**src/rtl/seu_scan_sequencer.sv**
```systemverilog
// SEU scan sequencer: writes a known pattern to a register bank, dwells, then reads back and counts mismatches.
// Optional macro SEU_SEQ_REWRITE_EN adds a scrub write after every mismatching register check.
module seu_scan_sequencer #(
  parameter int DATA_WIDTH = 11,
  parameter int NUM_REGS   = 8,
  parameter int DWELL_W    = 16
) (
  input  logic                             clk,
  input  logic                             reset,
  input  logic                             start,
  input  logic                             abort,
  input  logic [DATA_WIDTH-1:0]            pattern,
  input  logic [DWELL_W-1:0]               dwell_cycles,
  output logic [NUM_REGS-1:0]              reg_wren,
  output logic [DATA_WIDTH-1:0]            reg_wdata,
  input  logic [NUM_REGS*DATA_WIDTH-1:0]   reg_rdata,
  output logic                             busy,
  output logic                             done,
  output logic [$clog2(NUM_REGS+1)-1:0]    err_regs,
  output logic [15:0]                      err_bits,
  output logic [$clog2(NUM_REGS)-1:0]      first_err_idx
);

  localparam int IW = $clog2(NUM_REGS);
  localparam int CW = $clog2(NUM_REGS+1);

  localparam logic [2:0] IDLE  = 3'd0;
  localparam logic [2:0] WRITE = 3'd1;
  localparam logic [2:0] DWELL = 3'd2;
  localparam logic [2:0] CHECK = 3'd3;
  localparam logic [2:0] DONE  = 3'd4;
`ifdef SEU_SEQ_REWRITE_EN
  localparam logic [2:0] REWR  = 3'd5;
`endif

  logic [2:0]            state_q, state_d;
  logic [IW-1:0]         idx_q, idx_d;
  logic [DATA_WIDTH-1:0] pat_q, pat_d;
  logic [DWELL_W-1:0]    dwell_q, dwell_d;
  logic [DWELL_W-1:0]    cnt_q, cnt_d;
  logic [CW-1:0]         err_regs_q, err_regs_d;
  logic [15:0]           err_bits_q, err_bits_d;
  logic [IW-1:0]         first_q, first_d;
  logic                  busy_q, done_q;

  logic [DATA_WIDTH-1:0] exp_val;
  logic [DATA_WIDTH-1:0] rd_val;
  logic [DATA_WIDTH-1:0] diff;
  logic [16:0]           bits_sum;
  logic                  last_idx;
  logic                  wr_state;

  // Odd registers hold the inverted pattern so adjacent cells store opposite values.
  assign exp_val  = idx_q[0] ? ~pat_q : pat_q;
  assign rd_val   = reg_rdata[int'(idx_q)*DATA_WIDTH +: DATA_WIDTH];
  assign diff     = rd_val ^ exp_val;
  assign bits_sum = {1'b0, err_bits_q} + 17'($countones(diff));
  assign last_idx = (idx_q == IW'(NUM_REGS-1));

`ifdef SEU_SEQ_REWRITE_EN
  assign wr_state = (state_q == WRITE) || (state_q == REWR);
`else
  assign wr_state = (state_q == WRITE);
`endif

  always_comb begin
    reg_wren  = '0;
    reg_wdata = '0;
    if (wr_state && !abort) begin
      reg_wren[idx_q] = 1'b1;
      reg_wdata       = exp_val;
    end
  end

  always_comb begin
    state_d    = state_q;
    idx_d      = idx_q;
    pat_d      = pat_q;
    dwell_d    = dwell_q;
    cnt_d      = cnt_q;
    err_regs_d = err_regs_q;
    err_bits_d = err_bits_q;
    first_d    = first_q;
    case (state_q)
      IDLE: begin
        if (start && !abort) begin
          state_d    = WRITE;
          pat_d      = pattern;
          dwell_d    = dwell_cycles;
          idx_d      = '0;
          err_regs_d = '0;
          err_bits_d = '0;
          first_d    = '0;
        end
      end
      WRITE: begin
        idx_d = idx_q + IW'(1);
        if (last_idx) begin
          idx_d   = '0;
          cnt_d   = dwell_q;
          state_d = (dwell_q == '0) ? CHECK : DWELL;
        end
      end
      DWELL: begin
        if (cnt_q <= DWELL_W'(1)) state_d = CHECK;
        else                      cnt_d   = cnt_q - DWELL_W'(1);
      end
      CHECK: begin
        if (diff != '0) begin
          err_regs_d = err_regs_q + CW'(1);
          err_bits_d = bits_sum[16] ? 16'hFFFF : bits_sum[15:0];
          if (err_regs_q == '0) first_d = idx_q;
        end
`ifdef SEU_SEQ_REWRITE_EN
        if (diff != '0) begin
          state_d = REWR;
        end else if (last_idx) begin
          state_d = DONE;
          idx_d   = '0;
        end else begin
          idx_d = idx_q + IW'(1);
        end
`else
        if (last_idx) begin
          state_d = DONE;
          idx_d   = '0;
        end else begin
          idx_d = idx_q + IW'(1);
        end
`endif
      end
`ifdef SEU_SEQ_REWRITE_EN
      REWR: begin
        if (last_idx) begin
          state_d = DONE;
          idx_d   = '0;
        end else begin
          state_d = CHECK;
          idx_d   = idx_q + IW'(1);
        end
      end
`endif
      DONE:    state_d = IDLE;
      default: state_d = IDLE;
    endcase
    if (abort && state_q != IDLE) state_d = IDLE;
  end

  always_ff @(posedge clk or negedge reset) begin
    if (!reset) begin
      state_q    <= IDLE;
      idx_q      <= '0;
      pat_q      <= '0;
      dwell_q    <= '0;
      cnt_q      <= '0;
      err_regs_q <= '0;
      err_bits_q <= '0;
      first_q    <= '0;
      busy_q     <= 1'b0;
      done_q     <= 1'b0;
    end else begin
      state_q    <= state_d;
      idx_q      <= idx_d;
      pat_q      <= pat_d;
      dwell_q    <= dwell_d;
      cnt_q      <= cnt_d;
      err_regs_q <= err_regs_d;
      err_bits_q <= err_bits_d;
      first_q    <= first_d;
      busy_q     <= (state_d != IDLE);
      done_q     <= (state_d == DONE);
    end
  end

  assign busy          = busy_q;
  assign done          = done_q;
  assign err_regs      = err_regs_q;
  assign err_bits      = err_bits_q;
  assign first_err_idx = first_q;

endmodule

```
**config.mk**
```make
export PLATFORM = sky130hd
export DESIGN_NAME = seu_scan_sequencer
export DESIGN_NICKNAME = d
export VERILOG_FILES = /design/src/rtl/seu_scan_sequencer.sv
export SDC_FILE = /design/constraint.sdc
export NUM_CORES = 1
export LEC_CHECK = 0
export BUFFER_PORTS_ARGS = -buffer_cell sky130_fd_sc_hd__buf_2
export CAP_MARGIN = 30
export CORE_ASPECT_RATIO = 0.9
export CORE_MARGIN = 4
export CORE_UTILIZATION = 30
export DETAILED_ROUTE_END_ITERATION = 8
export HOLD_SLACK_MARGIN = 0.1
export PLACE_DENSITY_LB_ADDON = 0.12
export SLEW_MARGIN = 20
export SYNTH_ARGS = -nofsm -noshare
export SYNTH_HDL_FRONTEND = slang
export SYNTH_SLANG_ARGS = --single-unit
export TNS_END_PERCENT = 20
```
**constraint.sdc**
```tcl
create_clock -name clk -period 10.7 [get_ports clk]
set_input_delay 1.07 -clock clk [delete_from_list [all_inputs] [get_ports clk]]
set_output_delay 1.07 -clock clk [all_outputs]
set_load 0.01 [all_outputs]
```
==> flow_summary_export.csv, run 1 <==
group,metric,value,unit
sta,rsz0062_at_grt,"no",
power,power.density,235,nW/µm²
yosys,synthSimpleGateAreaFrac,23.7,%
sta,hold_violations,0,
worst_setup_path,required,10870,ps
grt,grt_pass1_wl,26000,µm
detailed_routing,drtPass1Iterations,4,
grt,grt_pass1_vias,4952,
detailed_routing,wl,16100,µm
worst_setup_path,startpoint_type,"flip-flop",
yosys,syn_nets,750,
floorplanning,dieHeight,134,µm
detailed_routing,drt_iter0_drc,272,
yosys,synth_adder_area_share,6.46,%
sta,fin_crit,6610,ps
yosys,synth.cell_area,5270,µm²
placed_design,place_congestion,0.828,
floorplanning,core_area,17100,µm²
sta,finalSetupViolations,0,
sta,max_freq,151,MHz
clock_tree,clk_latency,340,ps
grt,antenna_found_initial,1,
clock_tree,root_buffer,"clkbuf_16",
power,ir_drop,0.214,mV
clock_tree,cts_buffers,9,
placed_design,port_buffers,162,
detailed_routing,drc,0,
status,outcome,"completed",
yosys,synth_warnings,0,
floorplanning,fp-row-count,45,
floorplanning,io_pins,163,
worst_setup_path,crit_family,"adder cells",
sta,slew_viol_final,0,
detailed_routing,routed_via_density,5.08,
clock_tree,htreeDepth,3,
yosys,syn_inst,608,
grt,overflow,0,
clock_tree,cts_resized,0,
clock_tree,post_cts.repair.setup_buffers,0,
layout,finalNonFillerCells,991,
grt,grt_max_degree,56,
yosys,synth-edff-count,0,
worst_setup_path,path_cells,"buf_4 > inv_1 > or3_1 > o21ai_1 > xor2_1 > fa_1 > fa_1 > inv_1 > fa_1 > fa_1 > inv_1 > ha_1 > fa_1 > a21o_1 > a21oi_1 > nor2b_1 > nor2_1 > or3_1 > nand2_1 > nor3_1 > a211oi_1",
floorplanning,start_util,30.9,%
layout,syn_to_final_growth,23.5,%
detailed_routing,wl_per_cell,16.2,µm
worst_setup_path,cp_max_fo,23,
yosys,synth_cell_type_count,75,
yosys,synth_top_family_by_area,"simple AND/OR/NAND/NOR gates",
worst_setup_path,r2r_slack,4090,ps
sta,period_share,61.8,%
clock_tree,cts_sinks,74,
worst_setup_path,worstSetupPathType,"flip-flop to flip-flop",
yosys,synthArstFlopShare,100,%
sta,setup_tns,0,ps
worst_setup_path,critPathMostFrequentCell,"fa_1",
layout,fin_nets,893,
clock_tree,postCtsHoldBufs,0,
floorplanning,die-area,19800,µm²
yosys,yosysSeqAreaShare,35.1,%
yosys,synth_xor_area_share,3.61,%
run,drv_cap,0,
placed_design,dp_hpwl,12100,µm
power,p_leak,3.15,nW
floorplanning,dieWidth,148,µm
layout,nFillCells,1754,
detailed_routing,vias,5030,
layout,drive_gt1_share,27.9,%
worst_setup_path,crit_path_end_kind,"flip-flop",
clock_tree,clk_pin_slew,60,ps
yosys,avgSynthCellArea,8.67,µm²
sta,finClkSkew,6.66,ps
yosys,ys.flop_type,"dfrtp_1",
placed_design,place_inst,972,
worst_setup_path,crit_path_max_incr_delay,700,ps
detailed_routing,ant_nets,0,
sta,worstMarginPinSlew,922,ps
grt,grt_use_total,16.4,%
min_path,hp-class,"flip-flop to flip-flop",
sta,slew_headroom,38.5,%
worst_setup_path,cp_num_buf_inv,4,
clock_tree,clockBufferDepth,2,
yosys,synth_seq_cells,74,
worst_setup_path,cp_slowest_cell,"dfrtp_1",
yosys,synth_mux_area_share,7.29,%
clock_tree,cts_tree,"yes",
yosys,synth_compound_area_share,18.1,%
worst_setup_path,crit_arrival,6780,ps
[routing by layer]
layer	vias to the layer above	global-route usage, %	wire [µm]
met3	18	4.25	938
li1	2455	-	-
met4	0	4.50	259
met1	2427	23.0	7660
met5	-	0	0
met2	130	25.0	7230
[through the flow]
step | util [%] | hold WS (ps) | total power, mW | worst slack, ps | area [µm²]
after floorplan | - | 462 | 1.06 | 4630 | 5270
after global placement | 36.2 | 484 | 1.25 | 4130 | 6180
after detailed placement | 36.4 | 482 | 1.27 | 4080 | 6210
after CTS | 37.9 | 498 | 1.56 | 4050 | 6460
after global routing | 38.2 | 517 | 1.72 | 3580 | 6510
final | 38.2 | 495 | 1.53 | 4090 | 6510
[cell usage in the layout, fill, tap and decap left out, types with 8 or more instances in the layout]
master / instances
buf_2: 161
nand2_1: 111
dfrtp_1: 73
nor2_1: 49
o21ai_0: 36
a21oi_1: 26
mux2i_1: 23
inv_1: 19
nor3_1: 19
ha_1: 16
a31oi_1: 14
xnor2_1: 11
nand2b_1: 10
nor4_1: 10
nor2b_1: 9
clkbuf_16: 9
o22ai_1: 8
[path summary, 6_finish.rpt]
path                                           start                       end  depth (start not counted)
worst max-delay path            idx_q[0]$_DFFE_PN0P_  err_bits[15]$_DFFE_PN0P_                         21
worst min-delay path            pat_q[3]$_DFFE_PN0P_      pat_q[3]$_DFFE_PN0P_                          2
worst max register to register  idx_q[0]$_DFFE_PN0P_  err_bits[15]$_DFFE_PN0P_                         21
worst min register to register  pat_q[3]$_DFFE_PN0P_      pat_q[3]$_DFFE_PN0P_                          2
max in group asynchronous                      reset  err_bits[14]$_DFFE_PN0P_                          2
min in group asynchronous                      reset    dwell_q[0]$_DFFE_PN0P_                          1
[where the power goes]
part / internal (mW) / total (mW) / switching (mW) / leakage [nW]
combinational: 0.399 / 0.903 / 0.504 / 2.05
sequential: 0.315 / 0.359 / 0.0435 / 0.979
clock: 0.155 / 0.271 / 0.116 / 0.122
total: 0.869 / 1.53 / 0.664 / 3.15
[layout make-up]
| cell class | count | area (µm²) | area share (%) |
|---|---|---|---|
| repair buffers | 170 | 918 | 14.1 |
| well taps | 235 | 294 | 4.51 |
| diodes | 1 | 2.50 | 0.0384 |
| clock inverters | 3 | 17.5 | 0.269 |
| clock buffers | 12 | 236 | 3.63 |
| inverters | 19 | 71.3 | 1.10 |
| multi-input cells | 477 | 3120 | 47.9 |
| flip-flops and latches | 74 | 1850 | 28.5 |
[worst min-delay path: stages (launching register included)]
cell     delay (ps)
dfrtp_1         350
nand2_1          50
nand2_1          50
[cell usage after synthesis, types with 3 or more instances]
cell type / number / area, µm²
a211oi_1: 5 / 37.5
a21o_1: 3 / 22.5
a21oi_1: 26 / 130
a22o_1: 7 / 61.3
a311oi_1: 4 / 35.0
a31oi_1: 14 / 87.6
a41o_1: 3 / 30.0
and3_1: 6 / 37.5
and4_1: 3 / 26.3
buf_2: 3 / 15.0
buf_4: 5 / 37.5
buf_6: 5 / 56.3
clkbuf_1: 21 / 78.8
dfrtp_1: 74 / 1850
fa_1: 7 / 140
ha_1: 16 / 200
inv_1: 19 / 71.3
mux2_2: 3 / 33.8
mux2i_1: 23 / 230
mux4_2: 3 / 67.6
nand2_1: 111 / 417
nand2b_1: 10 / 62.6
nand3_1: 6 / 30.0
nand3b_1: 4 / 30.0
nand4_1: 6 / 37.5
nor2_1: 49 / 184
nor2b_1: 9 / 56.3
nor3_1: 19 / 95.1
nor3b_1: 5 / 37.5
nor4_1: 10 / 62.6
o21ai_0: 36 / 180
o21ai_1: 7 / 35.0
o22ai_1: 8 / 50.1
or2_2: 3 / 18.8
or3_1: 7 / 43.8
xnor2_1: 11 / 96.3
xor2_1: 7 / 61.3
[cell families (layout without fill, tap and decap cells)]
kind of cell / count (synthesis) / after routing
XOR/XNOR: 20 / 20
AND/OR/NAND/NOR: 260 / 260
multiplexers: 33 / 33
other: 0 / 1
adder cells (fa/ha/maj): 23 / 23
AO/OA/AOI/OAI: 141 / 141
buffers and inverters: 57 / 204
flip-flops: 74 / 74
[flip-flops by register name, summed over array words and instances, names as in the netlist]
signal,flops
busy,1
cnt_q,16
done,1
dwell_q,16
err_bits,16
err_regs,4
first_err_idx,3
idx_q,3
pat_q,11
state_q,3
Power figures use the tool's default switching activity.
==> run 2: changes to the inputs <==
--- a/config.mk
+++ b/config.mk
@@ -5,6 +5,7 @@
 export SDC_FILE = /design/constraint.sdc
 export NUM_CORES = 1
 export LEC_CHECK = 0
+export ABC_AREA = 1
 export BUFFER_PORTS_ARGS = -buffer_cell sky130_fd_sc_hd__buf_2
 export CAP_MARGIN = 30
 export CORE_ASPECT_RATIO = 0.9
==> constraint.sdc (replaced) <==
create_clock -name clk -period 6.8 [get_ports clk]
set_input_delay 0.68 -clock clk [delete_from_list [all_inputs] [get_ports clk]]
set_output_delay 0.68 -clock clk [all_outputs]
set_load 0.01 [all_outputs]
==> run 2 against run 1 <==
Synthesized area increased by 8.4%. Clock power increased by 71%. Combinational power increased to 3.4 times the previous value. Power increased to 2.8 times the previous value. First-iteration DRC count increased by 24%. Non-clock buffer count decreased by 4. Count of clock-buffer cells in the layout decreased by 3. Critical path depth increased by 6.
==> flow_summary_export.csv, run 2 <==
group,metric,value,unit
status,outcome,"completed",
worst_setup_path,startpoint_type,"flip-flop",
grt,grt_pass1_wl,29600,µm
power,comb_power_share,71.8,%
detailed_routing,routed_via_density,4.66,
worst_setup_path,cp_max_fo,17,
clock_tree,cts_buffers,9,
grt,grt_use_total,16.9,%
detailed_routing,wl_per_cell,14.6,µm
yosys,ys_top_cells_by_count,"251 x nand2_1, 120 x inv_1, 95 x nand3_1",
worst_setup_path,cp_slowest_cell,"dfrtp_1",
yosys,avgSynthCellArea,6.83,µm²
floorplanning,dieHeight,139,µm
yosys,synth_top_area_share,32.4,%
layout,finalNonFillerCells,1229,
floorplanning,dieWidth,153,µm
detailed_routing,drtPass1Iterations,4,
detailed_routing,wl_met3,951,µm
yosys,synth_area_leaders,"dfrtp_1 32%, nand2_1 16%, nand3_1 8.3%",
sta,hold_violations,0,
power,p_int,2.07,mW
sta,max_freq,165,MHz
floorplanning,io_pins,163,
clock_tree,cts_tree,"yes",
placed_design,port_buffers,162,
sta,finalSetupViolations,0,
sta,rsz0062_at_grt,"no",
worst_setup_path,crit_path_end_kind,"flip-flop",
clock_tree,root_buffer,"clkbuf_16",
worst_setup_path,r2r-start,"idx_q[1]$_DFFE_PN0P_",
yosys,synth.cell_area,5710,µm²
floorplanning,fp-row-count,47,
floorplanning,core_area,18500,µm²
layout,fin_nets,1121,
worst_setup_path,critPathMostFrequentCell,"nand2_1",
grt,antenna_found_initial,0,
layout,utilization,37.6,%
detailed_routing,dr_wl_met2,8560,µm
power,p_leak,3.97,nW
yosys,yosysSeqAreaShare,32.4,%
yosys,synth_warnings,0,
power,netSwitchingFraction,51.9,%
clock_tree,htreeDepth,3,
yosys,ys.flop_type,"dfrtp_1",
sta,period_share,88.9,%
sta,setup_tns,0,ps
detailed_routing,routed.top_layer,"met4",
yosys,synthArstFlopShare,100,%
worst_setup_path,required,7030,ps
yosys,synth_seq_cells,74,
floorplanning,start_util,30.8,%
yosys,syn_inst,836,
sta,finClkSkew,13.2,ps
power,p_sw,2.24,mW
sta,fin_crit,6040,ps
detailed_routing,ant_nets,0,
placed_design,place_congestion,0.811,
grt,grt_pass1_vias,5704,
layout,diodes,0,
worst_setup_path,cp_num_buf_inv,5,
min_path,hp-class,"input pin to asynchronous set/reset pin",
grt,overflow,0,
clock_tree,clk_pin_slew,70,ps
detailed_routing,drc,0,
worst_setup_path,crit_path_max_incr_delay,800,ps
detailed_routing,wl,18000,µm
detailed_routing,drt_iter0_drc,337,
clock_tree,cts_sinks,74,
yosys,synth_top_cell_by_area,"dfrtp_1",
worst_setup_path,crit_start,"idx_q[1]$_DFFE_PN0P_",
power,pwr-share-clk,10.7,%
layout,syn_to_final_growth,22.0,%
power,pwr-share-seq,17.4,%
yosys,synth_cell_type_count,37,
worst_setup_path,crit_family,"adder cells",
run,drv_cap,0,
layout,layout_common_cells,"251 x nand2_1, 161 x buf_2, 120 x inv_1, 94 x nand3_1, 73 x dfrtp_1",
power,power.density,618,nW/µm²
clock_tree,clockBufferDepth,2,
worst_setup_path,crit_arrival,6270,ps
yosys,synth-edff-count,0,
detailed_routing,met1_length,8270,µm
clock_tree,postCtsHoldBufs,0,
sta,slew_headroom,46.9,%
yosys,synth_most_common_cell,"nand2_1",
yosys,syn_nets,978,
detailed_routing,vias,5733,
clock_tree,post_cts.repair.setup_buffers,0,
sta,worstMarginPinSlew,794,ps
clock_tree,cts_resized,0,
grt,grt_max_degree,58,
layout,drive_gt1_share,22.5,%
clock_tree,clk_latency,350,ps
sta,slew_viol_final,0,
power,ir_drop,0.522,mV
layout,final_common_cell,"nand2_1",
worst_setup_path,worstSetupPathType,"flip-flop to flip-flop",
placed_design,dp_hpwl,13600,µm
floorplanning,die-area,21300,µm²
placed_design,place_inst,1213,
-- run 2: kinds of logic (layout without fill, tap and decap cells) --
group / count (synthesis) / after routing / share of synthesized area (%)
fa+ha+maj: 23 / 23 / 5.96
buf+inv: 158 / 306 / 12.1
compound gates: 75 / 75 / 7.12
flops: 74 / 74 / 32.4
xor+xnor: 21 / 21 / 3.22
mux: 21 / 21 / 4.14
simple gates: 464 / 464 / 35.1
-- run 2: final cells by class --
class / instances / area [µm²]
Fill cell: 2023 / 11600
Multi-Input combinational cell: 604 / 3180
Sequential cell: 74 / 1850
Timing Repair Buffer: 166 / 876
Inverter: 124 / 470
Tap cell: 245 / 307
Clock buffer: 9 / 225
Clock inverter: 7 / 60.1
-- run 2: layer usage --
layer / vias up / GRT usage [%]
met1: 2637 / 22.1
met3: 13 / 3.28
met4: 0 / 3.58
li1: 2950 / -
met5: - / 0
met2: 133 / 29.1
-- run 2: worst register-to-register path, delay by kind of cell, from the launching register on --
family | cells | cell delay (ps)
AOI/OAI and AO/OA | 2 | 290
adders and majority gates | 6 | 2690
buffers and inverters | 5 | 530
DFF | 1 | 800
and+or+nand+nor | 14 | 1630
-- run 2: final timing paths --
path	endpoint	slack (ps)	depth (start not counted)
max reg2reg	err_bits[8]$_DFFE_PN0P_	760	27
max in group asynchronous	dwell_q[4]$_DFFE_PN0P_	5950	2
min reg2reg	cnt_q[7]$_DFFE_PN0P_	490	1
max	err_bits[8]$_DFFE_PN0P_	760	27
min in group clk	cnt_q[7]$_DFFE_PN0P_	490	1
min	pat_q[9]$_DFFE_PN0P_	240	1
-- run 2: power by group through the flow --
stage	Sequential, mW	Clock, mW	Combinational, mW
3_3_place_gp	0.758	0	3.21
4_1_cts	0.755	0.478	3.19
3_5_place_dp	0.762	0	3.18
2_1_floorplan	0.695	0	2.49
6_report	0.752	0.463	3.09
5_1_grt	0.775	0.493	3.71
-- run 2: metrics by stage --
step                      worst slack, ps  power [mW]  hold slack [ps]  instance area [µm²]
after floorplan                      1700        3.18              384                 5710
after global placement                822        3.96              470                 6660
after detailed placement              764        3.94              476                 6690
after CTS                             725        4.43              249                 6970
after global routing                  191        4.98              261                 6970
final                                 756        4.31              241                 6970
==> run 3: changes to the inputs <==
--- a/config.mk
+++ b/config.mk
@@ -11,9 +11,11 @@
 export CORE_ASPECT_RATIO = 0.9
 export CORE_MARGIN = 4
 export CORE_UTILIZATION = 30
+export CTS_CLUSTER_DIAMETER = 40
 export DETAILED_ROUTE_END_ITERATION = 8
 export HOLD_SLACK_MARGIN = 0.1
-export PLACE_DENSITY_LB_ADDON = 0.12
+export PLACE_DENSITY = 0.61
+export REMOVE_ABC_BUFFERS = 1
 export SLEW_MARGIN = 20
 export SYNTH_ARGS = -nofsm -noshare
 export SYNTH_HDL_FRONTEND = slang
==> run 3 against run 2 <==
Clock power down 0.9%. Register-to-register slack better by 95 ps. Global-route usage down 2.0 points. Critical endpoint is now err_bits[14]$_DFFE_PN0P_. Largest cell class unchanged. Largest power group unchanged.
==> flow_summary_export.csv, run 3 (synthesis results as in run 2) <==
group,metric,value,unit
status,outcome,"completed",
detailed_routing,routed_via_density,4.66,
layout,diodes,0,
floorplanning,fp-row-count,47,
sta,slew_headroom,48.9,%
detailed_routing,vias,5728,
sta,max_freq,168,MHz
layout,final_common_cell,"nand2_1",
power,p_leak,3.97,nW
placed_design,place_congestion,0.853,
sta,period_share,87.5,%
detailed_routing,dr_wl_met2,7610,µm
worst_setup_path,cp_max_fo,17,
floorplanning,io_pins,163,
clock_tree,post_cts.repair.setup_buffers,0,
clock_tree,htreeDepth,3,
layout,drive_gt1_share,22.5,%
sta,setup_tns,0,ps
detailed_routing,met1_length,7250,µm
worst_setup_path,crit_path_end_kind,"flip-flop",
grt,antenna_found_initial,0,
grt,grt_pass1_vias,5471,
layout,layout_common_cells,"251 x nand2_1, 161 x buf_2, 120 x inv_1, 94 x nand3_1, 73 x dfrtp_1",
grt,grt_max_degree,46,
sta,finalSetupViolations,0,
clock_tree,cts_resized,0,
power,power.density,598,nW/µm²
worst_setup_path,worstSetupPathType,"flip-flop to flip-flop",
clock_tree,clk_pin_slew,60,ps
sta,fin_crit,5950,ps
detailed_routing,ant_nets,0,
floorplanning,core_area,18500,µm²
clock_tree,cts_buffers,9,
placed_design,dp_hpwl,12100,µm
detailed_routing,wl,15900,µm
layout,fin_nets,1122,
sta,hold_violations,0,
layout,design_area,6970,µm²
detailed_routing,drc,0,
grt,grt_use_total,14.9,%
floorplanning,start_util,30.8,%
sta,rsz0062_at_grt,"no",
min_path,hp-class,"input pin to asynchronous set/reset pin",
worst_setup_path,startpoint_type,"flip-flop",
floorplanning,dieWidth,153,µm
detailed_routing,routed.top_layer,"met4",
detailed_routing,drtPass1Iterations,5,
worst_setup_path,required,7030,ps
floorplanning,die-area,21300,µm²
clock_tree,cts_sinks,74,
placed_design,post_dp_cell_area,6680,µm²
detailed_routing,drt_iter0_drc,326,
clock_tree,root_buffer,"clkbuf_16",
clock_tree,clockBufferDepth,2,
worst_setup_path,crit_arrival,6180,ps
clock_tree,postCtsHoldBufs,0,
run,drv_cap,0,
grt,grt_pass1_wl,26800,µm
power,ir_drop,0.527,mV
clock_tree,clk_latency,350,ps
detailed_routing,wl_per_cell,12.9,µm
floorplanning,dieHeight,139,µm
sta,slew_viol_final,0,
clock_tree,cts_tree,"yes",
sta,finClkSkew,10.7,ps
detailed_routing,wl_met3,894,µm
layout,syn_to_final_growth,22.0,%
grt,overflow,0,
placed_design,port_buffers,162,
sta,worstMarginPinSlew,765,ps
## run 3: cell count changes in the layout (fill, tap and decap cells not counted), sizes merged
cell      previous run  this run
buf                166       167
clkbuf               9        10
clkinv               2         3
clkinvlp             1         2
inv                128       125
## run 3: routing by layer
layer | vias to the layer above | GRT usage [%]
li1 | 2948 | -
met1 | 2635 | 19.6
met2 | 134 | 25.2
met3 | 11 | 3.71
met4 | 0 | 2.88
met5 | - | 0
## run 3: worst paths after layout
| check | start | cells after the start | end | slack [ps] |
|---|---|---|---|---|
| worst min register to register | first_err_idx[1]$_DFFE_PN0P_ | 2 | first_err_idx[1]$_DFFE_PN0P_ | 480 |
| worst min-delay path | reset | 1 | dwell_q[3]$_DFFE_PN0P_ | 270 |
| min in group clk | first_err_idx[1]$_DFFE_PN0P_ | 2 | first_err_idx[1]$_DFFE_PN0P_ | 480 |
| worst max-delay path | idx_q[1]$_DFFE_PN0P_ | 27 | err_bits[14]$_DFFE_PN0P_ | 850 |
| worst max register to register | idx_q[1]$_DFFE_PN0P_ | 27 | err_bits[14]$_DFFE_PN0P_ | 850 |
| max in group asynchronous | reset | 2 | pat_q[1]$_DFFE_PN0P_ | 5940 |
## run 3: area by class of cell
class | count | area [µm²]
Tap cell | 245 | 307
Timing Repair Buffer | 167 | 871
Clock inverter | 6 | 50.0
Sequential cell | 74 | 1850
Inverter | 124 | 470
Multi-Input combinational cell | 604 | 3180
Fill cell | 2010 | 11600
Clock buffer | 10 | 239
## run 3: power by group
part	internal (mW)	switching, mW	leakage (nW)
combinational	1.19	1.75	2.91
sequential	0.597	0.167	0.928
clock	0.260	0.199	0.135
total	2.05	2.12	3.97
## run 3: critical path: stages (launching register included)
cell and delay (ps):
dfrtp_1 780, inv_2 260, nor2_8 220, nand2_1 90
nor2_1 90, nor2_1 70, nand2_1 50, nand2_1 40
nand2_1 80, inv_1 60, fa_1 460, fa_1 540
inv_1 50, fa_1 500, fa_1 540, inv_1 40
ha_1 220, fa_1 380, nand2_1 100, o21ai_1 100
nand2_1 80, nand2_1 60, inv_1 90, nor2_2 70
nand3b_1 470, nand2_1 110, o211ai_1 190, nand2_1 70
## run 3: through the flow
stage	std cells	hold slack [ps]	utilization, %	setup WS [ps]	power (mW)
floorplan	802	384	-	671	3.10
global placement	1213	460	35.9	929	3.78
detailed placement	1214	462	36.1	848	3.75
CTS	1230	281	37.6	845	4.24
global route	1230	295	37.6	277	4.83
finish	1230	272	37.6	851	4.17
